### src/rtl/serial_frame_pkg.sv
// rtl/serial_frame_pkg.sv - shared types, constants and parity helper for the serial frame receiver
package serial_frame_pkg;

    // Level of the serial line between frames.
    localparam logic SERIAL_IDLE = 1'b1;

    // Widest data word the parity helper accepts. Narrower words are
    // zero-extended by the caller, which leaves the XOR reduction unchanged.
    localparam int MAX_DATA_BITS = 64;

    typedef enum logic [2:0] {
        ST_IDLE   = 3'd0,
        ST_START  = 3'd1,
        ST_DATA   = 3'd2,
        ST_PARITY = 3'd3,
        ST_STOP   = 3'd4
    } rx_state_t;

    // Returns the bit that makes the word plus parity bit have an even
    // number of ones.
    function automatic logic even_parity(input logic [MAX_DATA_BITS-1:0] data);
        return ^data;
    endfunction

endpackage

### src/rtl/bit_timer.sv
// rtl/bit_timer.sv - free-running bit-period counter with half-bit and full-bit strobes
//
// Ports:
//   clk       rising-edge clock
//   rst       synchronous active-high reset, counter returns to 0
//   restart   counter is forced to 0 on this edge (phase realignment)
//   half_tick high while the counter sits at CLKS_PER_BIT/2-1, i.e. the
//             next edge is HALF edges after the last restart
//   bit_tick  high while the counter sits at CLKS_PER_BIT-1, i.e. the next
//             edge closes a full bit period
module bit_timer #(
    parameter int CLKS_PER_BIT = 4
) (
    input  logic clk,
    input  logic rst,
    input  logic restart,
    output logic half_tick,
    output logic bit_tick
);

    localparam int CW = (CLKS_PER_BIT > 1) ? $clog2(CLKS_PER_BIT) : 1;
    localparam logic [CW-1:0] HALF_M1 = CW'(CLKS_PER_BIT / 2 - 1);
    localparam logic [CW-1:0] LAST    = CW'(CLKS_PER_BIT - 1);

    logic [CW-1:0] cnt_q;
    logic [CW-1:0] cnt_d;

    always_comb begin
        cnt_d = cnt_q;
        if (restart) begin
            cnt_d = '0;
        end else if (cnt_q == LAST) begin
            cnt_d = '0;
        end else begin
            cnt_d = cnt_q + 1'b1;
        end
    end

    always_ff @(posedge clk) begin
        if (rst) begin
            cnt_q <= '0;
        end else begin
            cnt_q <= cnt_d;
        end
    end

    assign half_tick = (cnt_q == HALF_M1);
    assign bit_tick  = (cnt_q == LAST);

endmodule

### src/rtl/serial_frame_rx.sv
// rtl/serial_frame_rx.sv - serial frame receiver (start, LSB-first data, even parity, stop) with valid/ready output
//
// Ports:
//   clk        rising-edge clock
//   rst        synchronous active-high reset
//   serial_in  serial line, idle high, already synchronous to clk
//   ready      consumer accepts the held frame when valid && ready
//   data_out   received data word, bit 0 is the first data bit on the line
//   valid      data_out / parity_err / frame_err hold a frame
//   parity_err even-parity mismatch of the held frame
//   frame_err  stop bit of the held frame was sampled low
//   overrun    one-cycle pulse when a completed frame had to be dropped
module serial_frame_rx
    import serial_frame_pkg::*;
#(
    parameter int CLKS_PER_BIT = 4,
    parameter int DATA_BITS    = 8
) (
    input  logic                 clk,
    input  logic                 rst,
    input  logic                 serial_in,
    input  logic                 ready,
    output logic [DATA_BITS-1:0] data_out,
    output logic                 valid,
    output logic                 parity_err,
    output logic                 frame_err,
    output logic                 overrun
);

    localparam int BCW = $clog2(DATA_BITS + 1);
    localparam logic [BCW-1:0] LAST_BIT = BCW'(DATA_BITS - 1);

    rx_state_t            state_q, state_d;
    logic                 armed_q, armed_d;
    logic [BCW-1:0]       bit_cnt_q, bit_cnt_d;
    logic [DATA_BITS-1:0] shift_q, shift_d;
    logic                 frame_perr_q, frame_perr_d;

    logic [DATA_BITS-1:0] data_q, data_d;
    logic                 valid_q, valid_d;
    logic                 perr_q, perr_d;
    logic                 ferr_q, ferr_d;
    logic                 ovr_q, ovr_d;

    logic restart;
    logic half_tick;
    logic bit_tick;
    logic complete;

    bit_timer #(
        .CLKS_PER_BIT(CLKS_PER_BIT)
    ) u_bit_timer (
        .clk      (clk),
        .rst      (rst),
        .restart  (restart),
        .half_tick(half_tick),
        .bit_tick (bit_tick)
    );

    always_comb begin
        state_d      = state_q;
        bit_cnt_d    = bit_cnt_q;
        shift_d      = shift_q;
        frame_perr_d = frame_perr_q;
        restart      = 1'b0;
        complete     = 1'b0;
        // A line held low out of reset must not look like a start bit;
        // the receiver only listens once it has seen the idle level.
        armed_d      = armed_q | (serial_in == SERIAL_IDLE);

        case (state_q)
            ST_IDLE: begin
                if (armed_q && (serial_in != SERIAL_IDLE)) begin
                    state_d = ST_START;
                    restart = 1'b1;
                end
            end
            ST_START: begin
                if (half_tick) begin
                    if (serial_in == SERIAL_IDLE) begin
                        state_d = ST_IDLE;
                    end else begin
                        // Re-phase the timer so every later bit_tick lands
                        // mid-bit, one full period apart.
                        state_d   = ST_DATA;
                        restart   = 1'b1;
                        bit_cnt_d = '0;
                    end
                end
            end
            ST_DATA: begin
                if (bit_tick) begin
                    shift_d                = shift_q >> 1;
                    shift_d[DATA_BITS-1]   = serial_in;
                    bit_cnt_d              = bit_cnt_q + 1'b1;
                    if (bit_cnt_q == LAST_BIT) begin
                        state_d = ST_PARITY;
                    end
                end
            end
            ST_PARITY: begin
                if (bit_tick) begin
                    frame_perr_d = even_parity(MAX_DATA_BITS'(shift_q)) ^ serial_in;
                    state_d      = ST_STOP;
                end
            end
            ST_STOP: begin
                if (bit_tick) begin
                    complete = 1'b1;
                    state_d  = ST_IDLE;
                end
            end
            default: begin
                state_d = ST_IDLE;
            end
        endcase
    end

    always_comb begin
        data_d  = data_q;
        valid_d = valid_q;
        perr_d  = perr_q;
        ferr_d  = ferr_q;
        ovr_d   = 1'b0;

        if (complete) begin
            // A frame finishing on the same edge the old one is taken
            // replaces it directly, so valid stays high without a gap.
            if (!valid_q || ready) begin
                data_d  = shift_q;
                perr_d  = frame_perr_q;
                ferr_d  = (serial_in != SERIAL_IDLE);
                valid_d = 1'b1;
            end else begin
                ovr_d = 1'b1;
            end
        end else if (valid_q && ready) begin
            valid_d = 1'b0;
        end
    end

    always_ff @(posedge clk) begin
        if (rst) begin
            state_q      <= ST_IDLE;
            armed_q      <= 1'b0;
            bit_cnt_q    <= '0;
            shift_q      <= '0;
            frame_perr_q <= 1'b0;
            data_q       <= '0;
            valid_q      <= 1'b0;
            perr_q       <= 1'b0;
            ferr_q       <= 1'b0;
            ovr_q        <= 1'b0;
        end else begin
            state_q      <= state_d;
            armed_q      <= armed_d;
            bit_cnt_q    <= bit_cnt_d;
            shift_q      <= shift_d;
            frame_perr_q <= frame_perr_d;
            data_q       <= data_d;
            valid_q      <= valid_d;
            perr_q       <= perr_d;
            ferr_q       <= ferr_d;
            ovr_q        <= ovr_d;
        end
    end

    assign data_out   = data_q;
    assign valid      = valid_q;
    assign parity_err = perr_q;
    assign frame_err  = ferr_q;
    assign overrun    = ovr_q;

endmodule

### config.mk
export PLATFORM = sky130hd
export DESIGN_NAME = serial_frame_rx
export DESIGN_NICKNAME = d
export VERILOG_FILES = /design/src/rtl/serial_frame_pkg.sv /design/src/rtl/bit_timer.sv /design/src/rtl/serial_frame_rx.sv
export SDC_FILE = /design/constraint.sdc
export NUM_CORES = 1
export LEC_CHECK = 0
export BUFFER_PORTS_ARGS = -buffer_cell sky130_fd_sc_hd__buf_4
export CORE_MARGIN = 10
export CORE_UTILIZATION = 50
export CTS_CLUSTER_SIZE = 24
export DETAILED_ROUTE_END_ITERATION = 8
export GPL_ROUTABILITY_DRIVEN = 0
export GPL_TIMING_DRIVEN = 1
export PLACE_DENSITY = 0.72
export SETUP_SLACK_MARGIN = 0.2
export SYNTH_ARGS = -nofsm -noshare
export SYNTH_HDL_FRONTEND = slang
export SYNTH_SLANG_ARGS = --single-unit
### constraint.sdc
create_clock -name clk -period 1.3 [get_ports clk]
set_input_delay 0.13 -clock clk [delete_from_list [all_inputs] [get_ports clk]]
set_output_delay 0.13 -clock clk [all_outputs]
set_load 0.005 [all_outputs]
Yosys cells after proc, flatten, opt, wreduce, memory -nomap -nowiden
Index checks and enable logic that the tools add are counted.
- $add $sub $neg: 2
- $mul: 0
- divide/modulo/power cells: 0
- magnitude comparators: 0
- eq/ne operators: 15
- shift-type cells: 0
- muxes and demuxes: 22
- bitwise gates (word level): 4
- reductions and logical operators: 16
- operator list (operator ; number):
    $reduce_xor 64->1 ; 1
    $mux 3 ; 6
    $pmux 3 s5 ; 1
    $ne 2x2->1 const B ; 7
    $mux 4 ; 3
    $mux 1 ; 9
    $pmux 4 s2 ; 1
    $reduce_and 2->1 ; 4
    $eq 3x2->1 const B ; 2
    $reduce_and 6->1 ; 1
    $add 4x1->4 const B ; 1
    $eq 4x3->1 const B ; 1
    $reduce_and 4->1 ; 1
    $reduce_bool 2->1 ; 2
    $eq 3x1->1 const B ; 1
    $eq 3x3->1 const B ; 1
    $logic_not 3->1 ; 1
    $reduce_or 3->1 ; 1
    $add 2x1->2 const B ; 1
    $eq 2x1->1 const B ; 1
    $eq 2x2->1 const B ; 1
    $logic_and 1x1->1 ; 2
    $mux 2 ; 1
    $ne 2x1->1 const B ; 1
    other kinds (7) ; 8
- register bits: 31
- latch bits: 0
- memory bits (writable): 0
- memory bits (read-only): 0
- bits of input ports: 4
- output and inout bits: 12
- logic and storage cells: 70
- memories: 0

Longest topological paths before layout
Gate-level depths: netlist of the first run.
- depth in word-level cells: 5
- mapped depth: 6

Hierarchy
A second synthesis of the first run with hierarchy kept.
- cells, all modules: 144
- area, all modules: 1382.6 sq um
- modules (own cells, without submodules) (module ; times used ; cells each ; area each (sq um)):
    serial_frame_rx ; 1 ; 137 ; 1301.2
    bit_timer ; 1 ; 7 ; 81.3

Worst setup path before layout of the first run
OpenSTA, ideal clock, no wires.
- path kind: register to register
- start: reg u_bit_timer.cnt_q[0]
- end: reg data_q[0], in the netlist data_out[0]
- library setup time: 0.128 ns
- arrival: 1.230 ns
- data required time: 1.172 ns
- path slack: -0.058 ns
- stages on the path, launching flop included: 7
- buffers on the path: 1
- clock period less this slack: 1.358 ns
- cells stage by stage: dfxtp_1 -> ha_1 -> nand4bb_1 -> nand2b_4 -> buf_6 -> mux2i_1 -> nor2_1
- cells in the longest elaborated chain, start to end: 4
- ends and longest elaborated chain (element ; RTL line ; RTL):
    from (decl) ; bit_timer.sv:25 ; logic [CW-1:0] cnt_q;
    from (signal assigned) ; bit_timer.sv:43 ; cnt_q <= cnt_d;
    $eq 2x2->1 ; bit_timer.sv:48 ; assign bit_tick = (cnt_q == LAST);
    $mux 1 ; serial_frame_rx.sv:108 ; if (bit_tick) begin
    $mux 1 ; serial_frame_rx.sv:71 ; case (state_q)
    $reduce_and 2->1 (no line) ; n/a ;
    to (signal assigned) ; serial_frame_rx.sv:160 ; data_q <= data_d;
    to (decl) ; serial_frame_rx.sv:39 ; logic [DATA_BITS-1:0] data_q, data_d;
No other way between the ends.
A chain may end at the register's enable or synchronous reset.

Worst setup path in the final report of the first run
- start: reg u_bit_timer.cnt_q[0]
- end: reg state_q[0]
- cells in the longest elaborated chain, start to end: 3
- elaborated cells on any way between the ends: 7
- those cells by class: eq/ne: 6; reduce/logical: 1
- ends and longest elaborated chain (element ; RTL line ; RTL):
    $eq 2x2->1 / $eq 2x1->1 (equally long branches) ; bit_timer.sv:48, bit_timer.sv:47 ;
    $ne 2x2->1 (no line) ; n/a ;
    $reduce_and 6->1 (no line) * ; n/a ;
    to (signal assigned) ; serial_frame_rx.sv:155 ; state_q <= state_d;
    to (decl) ; serial_frame_rx.sv:33 ; rx_state_t state_q, state_d;
Mark *: on every way between the ends. The rest lies on a longest branch, timed or not.

==> impl_metrics.csv, run 1 <==
group,metric,value,unit
global_route,grt_first_pass_wirelength,5126,um
setup_path,timing.critical_path.required,1.51,ns
cells_and_area,commonest_non_fill_non_tap_cell_in_the_layout,"buf_4",
cells_and_area,num-nets-final,173,
placement,dpl.hpwl,2006,um
clock_tree,cts_sinks,31,
setup_path,kind_of_end_point_of_the_critical_path,"flip-flop",
cells_and_area,layout-area-overhead-vs-synth,32.55,%
floorplanning,io_pins,16,
placement,buffer_ports.inserted,15,
yosys,postSynth.asyncResetShare,0,%
setup_path,timing.reg2reg.worst_path_depth,4,
timing,timing.final.hold_violations,0,
yosys,ys_seq_area_share,45.09,%
floorplanning,design.die.area,5251,um2
setup_path,timing.rr.end,"state_q[0]$_SDFFE_PP0P_",
timing,max_freq,722.8,MHz
drt,antenna_violating_nets_post_route,0,
setup_path,reg2reg_from,"u_bit_timer.cnt_q[0]$_SDFF_PP0_",
timing,timing.final.crit_share,106.4,%
drt,routed_wire_length_per_instance,15.17,um
floorplanning,die_y,72.47,um
placement,placed_area,1623,um2
yosys,synthFlopType,"dfxtp_1",
clock_tree,tritoncts.num_buffers,5,
timing,finalWorstSetupSlack,-0.08359,ns
global_route,grt_pass1_vias,1106,
clock_tree,clock_path_buffers,2,
drt,drc_errors_left,0,
timing,grt_setup_unrepaired,"true",
worst_hold_path,min-delay-start,"serial_in",
yosys,post_synth_num_cell_types,37,
cells_and_area,post-route-util,71.68,%
clock_tree,clock_tree_from_tritoncts,"yes",
worst_hold_path,min_delay_worst_endpoint,"armed_q$_SDFF_PP0_",
clock_tree,post_cts_hold_buffer_count,0,
worst_hold_path,timing.hold.worst_path_depth,3,
setup_path,critical_path_peak_fanout,3,
timing,worst_clock_skew,0.006894,ns
pwr,p_per_area,1004,nW/um2
yosys,synthesis.area_per_instance,10.43,um2
pwr,total_power,1.831,mW
setup_path,timing_worst_setup_path_type,"reg2reg",
yosys,postSynthCellCount,132,
clock_tree,root_buffer,"clkbuf_4",
timing,layout_min_cycle_time,1.384,ns
pwr,ir_drop,0.8682,mV
global_route,track_usage,12.27,%
cells_and_area,layout.filler_cells,206,
drt,detail_route.vias_per_cell,5.408,
yosys,synth-edff-count,0,
clock_tree,clk_slew_on_worst_s_h_paths,0.09,ns
timing,maxSlewViolCount,0,
floorplanning,area_of_the_placeable_core,2545,um2
pwr,total_leakage_power,0.7651,nW
status,run_status,"finished, violations left",
clock_tree,htree_num_levels,2,
global_route,maximum_number_of_pins_on_one_net_before_global_route_repair,32,
clock_tree,clk_latency,0.33,ns
placement,place_ws,-0.07205,ns
yosys,synth.ff_latch_count,31,
yosys,synth_net_count,139,
cells_and_area,layout.cell_area.non_filler,1824,um2
cells_and_area,drive_above_1_share,40.36,%
drt,detail_route.first_pass.iterations,4,
setup_path,setup.worst_path.start_class,"flip-flop",
setup_path,cp_data_arrival_time,1.59,ns
global_route,total_grt_overflow,0,
cells_and_area,diodes,0,
setup_path,r2r_setup_slack,-0.08,ns
cells_and_area,highest_count_cells_in_the_layout_ignoring_fill_and_taps,"buf_4, nor2_1, dfxtp_1, mux2i_1",
drt,detailedRoute.firstIterationViolations,36,
floorplanning,placement_rows,18,
worst_hold_path,timing.hold.worst.class,"in2reg",
global_route,antenna_found_initial,0,
yosys,synthesis.yosys.warnings,0,
timing,finalHoldWorstSlack,0.1132,ns
timing,setup_violations,18,
timing,slew_headroom,78.89,%
timing,timing_worst_slew_pin_value,0.3132,ns
flow_run,drv.max_cap_violation_count,0,
status,failed_checks,"negative setup slack",
yosys,post_synth_instance_area,1376,um2
drt,wirelength,2973,um
floorplanning,die_x,72.47,um
drt,vias,1060,
floorplanning,start_util,54.08,%
-- state kept, by name (all words and copies together), names as in the netlist --
register / count
state_q: 3
shift_q: 8
overrun: 1
data_out: 8
frame_err: 1
bit_cnt_q: 4
u_bit_timer.cnt_q: 2
valid: 1
frame_perr_q: 1
armed_q: 1
parity_err: 1
-- logic make-up after synthesis --
family          count (synthesis)  share of synthesized area (%)
mux                            19                          14.18
simple gates                   51                          21.18
compound gates                 14                          8.091
buf+inv                         8                          3.908
xor+xnor                        6                          4.819
flops                          31                          45.09
fa+ha+maj                       3                          2.728
-- worst max path at each step --
stage	cells past startpoint	startpoint	slack, ns	endpoint
after global placement	6	u_bit_timer.cnt_q[0]$_SDFF_PP0_	-0.02	shift_q[7]$_SDFFE_PP0P_
final	4	u_bit_timer.cnt_q[0]$_SDFF_PP0_	-0.08	state_q[0]$_SDFFE_PP0P_
after global routing	6	u_bit_timer.cnt_q[1]$_SDFF_PP0_	-0.16	shift_q[6]$_SDFFE_PP0P_
after floorplan	6	u_bit_timer.cnt_q[0]$_SDFF_PP0_	0.06	data_out[0]$_SDFFE_PP0P_
after detailed placement	6	u_bit_timer.cnt_q[0]$_SDFF_PP0_	-0.07	shift_q[6]$_SDFFE_PP0P_
after CTS	6	u_bit_timer.cnt_q[0]$_SDFF_PP0_	-0.09	shift_q[6]$_SDFFE_PP0P_
-- layout make-up --
| class | instances | area, um2 | share of cell area [%] |
|---|---|---|---|
| Clock buffer | 6 | 41.29 | 2.263 |
| Clock inverter | 1 | 30.03 | 1.646 |
| Inverter | 1 | 3.754 | 0.2058 |
| Multi-Input combinational cell | 94 | 804.5 | 44.10 |
| Sequential cell | 31 | 630.6 | 34.57 |
| Tap cell | 30 | 37.54 | 2.058 |
| Timing Repair Buffer | 33 | 276.5 | 15.16 |
-- power breakdown --
part	switching, mW	total [mW]	internal [mW]
Clock	0.312	0.708	0.396
Sequential	0.0198	0.984	0.965
Combinational	0.0657	0.139	0.0731
Total	0.397	1.83	1.43
-- metal layers --
metal / share of wire, % / track usage, % / vias up
li1: - / - / 529
met1: 43 / 13.28 / 505
met2: 49 / 20.02 / 21
met3: 6.5 / 6.531 / 5
met4: 1.3 / 4.219 / 0
met5: 0 / 0 / -
-- synthesized netlist by cell type (2+ instances only) --
library cell	n	area [um2]
ha_1	3	37.54
nand4bb_1	2	22.52
a21oi_1	5	25.02
nand2b_1	3	18.77
xnor2_1	3	26.28
nand3b_1	4	30.03
buf_6	3	33.78
nand3_1	2	10.01
clkbuf_1	2	7.510
dfxtp_1	31	620.6
nand2_1	3	11.26
mux2i_1	18	180.2
xor2_1	2	17.52
nor2_1	27	101.4
nand2b_4	2	27.53
-- what timing repair did --
action | CTS | global route
pin swaps | 5 | 7
resized for setup | 12 | 3
cloned | 1 | 0
buffers inserted | 4 | 2
setup endpoints to repair | 28 | 30
-- critical path, stage by stage (launching register included) --
cell	delay, ns
dfxtp_4	0.36
buf_4	0.14
ha_4	0.17
mux2_4	0.28
a2111oi_2	0.32
-- through the flow --
stage	setup TNS, ns	cells
finish	-0.6491	196
global route	-2.812	196
CTS	-0.6717	194
detailed placement	-0.6920	182
global placement	-0.04706	182
floorplan	0	132
(Power assumes the default switching activity.)
==> inputs of run 2 (changes only) <==
--- a/config.mk
+++ b/config.mk
@@ -6,13 +6,15 @@
 export NUM_CORES = 1
 export LEC_CHECK = 0
 export BUFFER_PORTS_ARGS = -buffer_cell sky130_fd_sc_hd__buf_4
-export CORE_MARGIN = 10
-export CORE_UTILIZATION = 50
+export CELL_PAD_IN_SITES_DETAIL_PLACEMENT = 1
+export CELL_PAD_IN_SITES_GLOBAL_PLACEMENT = 1
+export CORE_MARGIN = 2
+export CORE_UTILIZATION = 40
 export CTS_CLUSTER_SIZE = 24
 export DETAILED_ROUTE_END_ITERATION = 8
 export GPL_ROUTABILITY_DRIVEN = 0
 export GPL_TIMING_DRIVEN = 1
-export PLACE_DENSITY = 0.72
+export PLACE_DENSITY = 0.73
 export SETUP_SLACK_MARGIN = 0.2
 export SYNTH_ARGS = -nofsm -noshare
 export SYNTH_HDL_FRONTEND = slang
==> run 2 against run 1 <==
Net effect: the run still ends with negative setup slack left; combinational power increased by 16%; core utilization decreased by 15 points; first-iteration DRC count decreased by 36%; die area decreased by 25%; worst setup slack improved by 0.019 ns; wire length increased by 15%; via count increased by 2.0%; register-to-register slack improved by 0.02 ns; cell area increased by 3.1%; worst hold slack improved by 0.0018 ns.
==> impl_metrics.csv, run 2 (same netlist as run 1, synthesis figures left out) <==
group,metric,value,unit
floorplanning,placement_rows,21,
timing,maxSlewViolCount,0,
cells_and_area,multi_input_combinational_cell_area,854.6,um2
placement,dpl.hpwl,2192,um
global_route,grt_first_pass_wirelength,6065,um
clock_tree,clk_latency,0.33,ns
drt,detailedRoute.firstIterationViolations,23,
setup_path,critPathMaxStageDelay,0.37,ns
drt,wirelength,3412,um
worst_hold_path,timing.hold.worst.class,"in2reg",
clock_tree,cts_sinks,31,
setup_path,cp_data_arrival_time,1.58,ns
clock_tree,tritoncts.num_buffers,5,
setup_path,timing.critical_path.max_delay_family,"flip-flops",
floorplanning,die_y,62.66,um
status,failed_checks,"negative setup slack",
drt,vias,1081,
cells_and_area,num-nets-final,173,
global_route,maximum_number_of_pins_on_one_net_before_global_route_repair,32,
cells_and_area,drive_above_1_share,43.98,%
drt,drc_errors_left,0,
clock_tree,htree_num_levels,2,
clock_tree,clock_tree_from_tritoncts,"yes",
global_route,track_usage,20.28,%
timing,worst_clock_skew,0.005274,ns
floorplanning,area_of_the_placeable_core,3311,um2
timing,timing_worst_slew_pin_value,0.3407,ns
placement,buffer_ports.inserted,15,
cells_and_area,layout.filler_cells,372,
timing,max_freq,733.1,MHz
floorplanning,die_x,62.66,um
pwr,p_per_area,914.5,nW/um2
setup_path,critical_path.slowest_cell,"dfxtp_4",
setup_path,timing_worst_setup_path_type,"reg2reg",
timing,slew_headroom,77.29,%
status,run_status,"finished, violations left",
timing,grt_setup_unrepaired,"true",
setup_path,timing.critical_path.required,1.52,ns
clock_tree,post_cts_hold_buffer_count,0,
timing,timing.final.hold_violations,0,
floorplanning,io_pins,16,
global_route,antenna_found_initial,0,
timing,setup_violations,19,
floorplanning,start_util,41.57,%
setup_path,critical_path_peak_fanout,6,
global_route,total_grt_overflow,0,
timing,finalWorstSetupSlack,-0.06414,ns
cells_and_area,layout.area.seq,634.4,um2
timing,finalHoldWorstSlack,0.1149,ns
drt,antenna_violating_nets_post_route,0,
drt,detail_route.vias_per_cell,5.099,
cells_and_area,diodes,0,
cells_and_area,highest_count_cells_in_the_layout_ignoring_fill_and_taps,"nor2_1, buf_4, dfxtp_1, mux2i_1, buf_6",
setup_path,kind_of_end_point_of_the_critical_path,"flip-flop",
drt,detail_route.first_pass.iterations,4,
pwr,ir_drop,0.4287,mV
setup_path,critical_path_buf_inv_count,1,
timing,timing.final.crit_share,104.9,%
clock_tree,clk_slew_on_worst_s_h_paths,0.09,ns
clock_tree,clock_path_buffers,2,
timing,tns,-0.7846,ns
cells_and_area,layout-area-overhead-vs-synth,36.64,%
timing,layout_min_cycle_time,1.364,ns
global_route,grt_pass1_vias,1203,
floorplanning,design.die.area,3926,um2
drt,routed_wire_length_per_instance,16.09,um
setup_path,crit_chain,"ha_4 -> buf_4 -> mux2_4 -> a2111oi_2",
pwr,total_leakage_power,0.7739,nW
clock_tree,root_buffer,"clkbuf_4",
setup_path,setup.worst_path.start_class,"flip-flop",
flow_run,drv.max_cap_violation_count,0,
[run 2: cell count changes in the layout (fill, tap and decap cells not counted), moves of 2 or more]
cell,before,now
mux2i_2,3,1
buf_12,2,0
xnor2_1,3,1
buf_6,1,7
xnor2_2,0,2
buf_4,30,26
[run 2: path summary, 6_finish.rpt]
check	startpoint	end	slack (ns)	depth (start not counted)
worst max register to register	u_bit_timer.cnt_q[0]$_SDFF_PP0_	state_q[0]$_SDFFE_PP0P_	-0.06	4
worst min register to register	u_bit_timer.cnt_q[0]$_SDFF_PP0_	u_bit_timer.cnt_q[0]$_SDFF_PP0_	0.46	1
worst max-delay path	u_bit_timer.cnt_q[0]$_SDFF_PP0_	state_q[0]$_SDFFE_PP0P_	-0.06	4
worst min-delay path	serial_in	armed_q$_SDFF_PP0_	0.11	3
[run 2: metal layers]
metal | track usage, % | share of wire [%]
met5 | 0 | 0
met4 | 7.500 | 1.2
met2 | 35.35 | 51
met1 | 23.36 | 43
met3 | 6.126 | 4.1
[run 2: area by class of cell]
| type | instances | share of cell area [%] |
|---|---|---|
| Tap cell | 46 | 3.061 |
| Multi-Input combinational cell | 94 | 45.44 |
| Inverter | 1 | 0.1996 |
| Timing Repair Buffer | 33 | 14.57 |
| Clock inverter | 1 | 0.2661 |
| Clock buffer | 6 | 2.728 |
| Sequential cell | 31 | 33.73 |
[run 2: timing repair]
| item | 4_1_cts | 5_1_grt |
|---|---|---|
| setup buffers | 5 | 2 |
| endpoints found under the setup margin | 29 | 30 |
| gates resized for setup | 21 | 9 |
| hold endpoints to repair | 0 | 0 |
| cloned | 1 | 0 |
| pin swaps | 8 | 9 |
[run 2: worst register-to-register path, cell delays in order, from the launching register on]
cell	delay, ns
dfxtp_4	0.37
ha_4	0.18
buf_4	0.14
mux2_4	0.26
a2111oi_2	0.30
[run 2: through the flow]
step / instances / cell area (um2) / worst slack [ns] / utilization, % / total power [mW]
finish: 212 / 1881 / -0.06414 / 56.80 / 1.720
detailed placement: 197 / 1610 / -0.1314 / 48.64 / 1.110
global placement: 197 / 1610 / -0.02267 / 48.64 / 1.102
CTS: 210 / 1813 / -0.09373 / 54.76 / 1.700
global route: 212 / 1881 / -0.1739 / 56.80 / 1.808
floorplan: 132 / 1411 / 0.05960 / - / 1.074
[run 2: report_power, final]
part | switching, mW | total (mW) | internal [mW]
registers | 0.0245 | 0.988 | 0.964
logic | 0.0746 | 0.161 | 0.0865
clock network | 0.320 | 0.570 | 0.250
total | 0.419 | 1.72 | 1.30
==> inputs of run 3 (changes only) <==
--- a/config.mk
+++ b/config.mk
@@ -8,13 +8,15 @@
 export BUFFER_PORTS_ARGS = -buffer_cell sky130_fd_sc_hd__buf_4
 export CELL_PAD_IN_SITES_DETAIL_PLACEMENT = 1
 export CELL_PAD_IN_SITES_GLOBAL_PLACEMENT = 1
+export CORE_ASPECT_RATIO = 2
 export CORE_MARGIN = 2
-export CORE_UTILIZATION = 40
+export CORE_UTILIZATION = 42
+export CTS_BUF_LIST = sky130_fd_sc_hd__clkbuf_8
 export CTS_CLUSTER_SIZE = 24
 export DETAILED_ROUTE_END_ITERATION = 8
 export GPL_ROUTABILITY_DRIVEN = 0
 export GPL_TIMING_DRIVEN = 1
-export PLACE_DENSITY = 0.73
+export PLACE_DENSITY = 0.76
 export SETUP_SLACK_MARGIN = 0.2
 export SYNTH_ARGS = -nofsm -noshare
 export SYNTH_HDL_FRONTEND = slang
==> run 3 against run 2 <==
Net effect: the run still ends with negative setup slack left; register-to-register slack got worse by 0.06 ns; first-iteration DRC count decreased by 57%; cell count decreased by 6.6%; fmax decreased by 4.2%; critical endpoint is now shift_q[1]$_SDFFE_PP0P_.
==> impl_metrics.csv, run 3 (same netlist as run 1, synthesis figures left out) <==
group,metric,value,unit
timing,timing.final.crit_share,109.5,%
timing,maxSlewViolCount,0,
pwr,total_leakage_power,0.7779,nW
global_route,grt_first_pass_wirelength,5561,um
cells_and_area,commonest_non_fill_non_tap_cell_in_the_layout,"buf_4",
floorplanning,start_util,43.60,%
cells_and_area,highest_count_cells_in_the_layout_ignoring_fill_and_taps,"buf_4, nor2_1, dfxtp_1, mux2i_1, dfxtp_2",
cells_and_area,diodes,0,
worst_hold_path,timing.hold.worst.class,"in2reg",
timing,finalHoldWorstSlack,0.1494,ns
clock_tree,clk_slew_on_worst_s_h_paths,0.07,ns
clock_tree,cts_sinks,31,
drt,routed_wire_length_per_instance,18.45,um
placement,dpl.hpwl,2197,um
floorplanning,design.die.area,3779,um2
pwr,ir_drop,0.7433,mV
cells_and_area,drive_above_1_share,44.31,%
drt,vias,1095,
floorplanning,placement_rows,29,
clock_tree,clock_path_buffers,2,
timing,tns,-1.860,ns
timing,timing_worst_slew_pin_value,0.3676,ns
clock_tree,root_buffer,"clkbuf_8",
timing,setup_violations,27,
floorplanning,die_x,44.48,um
timing,timing.final.hold_violations,0,
setup_path,crit_chain,"nand2b_4 -> nor3b_4 -> buf_6 -> mux2i_1 -> nor2_1",
cells_and_area,num-nets-final,173,
drt,wirelength,3653,um
drt,detail_route.first_pass.iterations,4,
placement,placed_area,1584,um2
timing,layout_min_cycle_time,1.424,ns
drt,detail_route.vias_per_cell,5.530,
setup_path,critPathMaxStageDelay,0.39,ns
cells_and_area,post-route-util,58.50,%
clock_tree,htree_num_levels,2,
drt,drc_errors_left,0,
clock_tree,clock_tree_from_tritoncts,"yes",
cells_and_area,layout-area-overhead-vs-synth,34.18,%
placement,buffer_ports.inserted,15,
clock_tree,clk_latency,0.28,ns
drt,detailedRoute.firstIterationViolations,10,
global_route,maximum_number_of_pins_on_one_net_before_global_route_repair,32,
setup_path,timing_worst_setup_path_type,"reg2reg",
global_route,antenna_found_initial,0,
setup_path,critical_path_peak_fanout,8,
pwr,total_power,1.826,mW
setup_path,timing.critical_path.required,1.45,ns
pwr,p_per_area,988.9,nW/um2
status,failed_checks,"negative setup slack",
timing,worst_clock_skew,0.009220,ns
flow_run,drv.max_cap_violation_count,0,
setup_path,kind_of_end_point_of_the_critical_path,"flip-flop",
timing,finalWorstSetupSlack,-0.1241,ns
drt,antenna_violating_nets_post_route,0,
cells_and_area,layout.cell_area.non_filler,1847,um2
floorplanning,io_pins,16,
timing,grt_setup_unrepaired,"true",
clock_tree,tritoncts.num_buffers,5,
setup_path,setup.worst_path.start_class,"flip-flop",
status,run_status,"finished, violations left",
global_route,grt_pass1_vias,1221,
timing,slew_headroom,75.23,%
floorplanning,die_y,84.96,um
global_route,track_usage,20.22,%
global_route,total_grt_overflow,0,
timing,max_freq,702.2,MHz
setup_path,critical_path.slowest_cell,"dfxtp_1",
floorplanning,area_of_the_placeable_core,3157,um2
setup_path,cp_data_arrival_time,1.58,ns
run 3: changes by cell type in the layout (fill, tap and decap cells not counted), moves of 4 or more:
cell      before  now
clkbuf_4       5    0
buf_4         26   31
dfxtp_2        5    9
clkbuf_8       1    5
buf_6          7    1
run 3: critical path, delay by kind of cell, from the launching register on:
kind                   cells  cell delay, ns
AND/OR/NAND/NOR            3            0.46
buffers and inverters      1            0.19
flip-flops                 1            0.39
multiplexers               1            0.25
run 3: area by class of cell:
class	count	area, um2
Inverter	1	3.754
Timing Repair Buffer	33	264.0
Clock inverter	3	12.51
Clock buffer	5	68.82
Fill cell	345	1310
Sequential cell	31	631.9
Multi-Input combinational cell	94	827.0
Tap cell	31	38.79
run 3: repair_timing:
action / 4_1_cts / 5_1_grt
resized for setup: 13 / 9
buffers inserted: 6 / 2
hold buffers: 0 / 0
pin swaps: 6 / 5
setup endpoints to repair: 28 / 30
gates cloned: 1 / 0
run 3: final timing paths:
kind	end	cells past startpoint	start	slack, ns
worst min-delay path	armed_q$_SDFF_PP0_	3	serial_in	0.15
worst max register to register	shift_q[1]$_SDFFE_PP0P_	5	state_q[2]$_SDFFE_PP0P_	-0.12
worst max-delay path	shift_q[1]$_SDFFE_PP0P_	5	state_q[2]$_SDFFE_PP0P_	-0.12
worst min register to register	u_bit_timer.cnt_q[0]$_SDFF_PP0_	1	u_bit_timer.cnt_q[0]$_SDFF_PP0_	0.46
run 3: per-stage QoR:
| step | cells | worst slack [ns] |
|---|---|---|
| after CTS | 196 | -0.08211 |
| after global routing | 198 | -0.2221 |
| after detailed placement | 181 | -0.1434 |
| after global placement | 181 | -0.07643 |
| after floorplan | 132 | 0.05960 |
| final | 198 | -0.1241 |
run 3: routing by layer:
metal	part of all wire (%)	vias to the layer above	routed length (um)	global-route usage, %
met4	2.7	0	97	12.95
li1	-	525	-	-
met2	61	18	2217	36.76
met1	34	544	1252	18.46
met5	0	-	0	0
met3	2.3	8	85	4.681
run 3: report_power, final:
| group | internal (mW) | total [mW] | switching, mW |
|---|---|---|---|
| sequential | 0.966 | 0.986 | 0.0205 |
| combinational | 0.0635 | 0.128 | 0.0648 |
| clock | 0.359 | 0.712 | 0.353 |
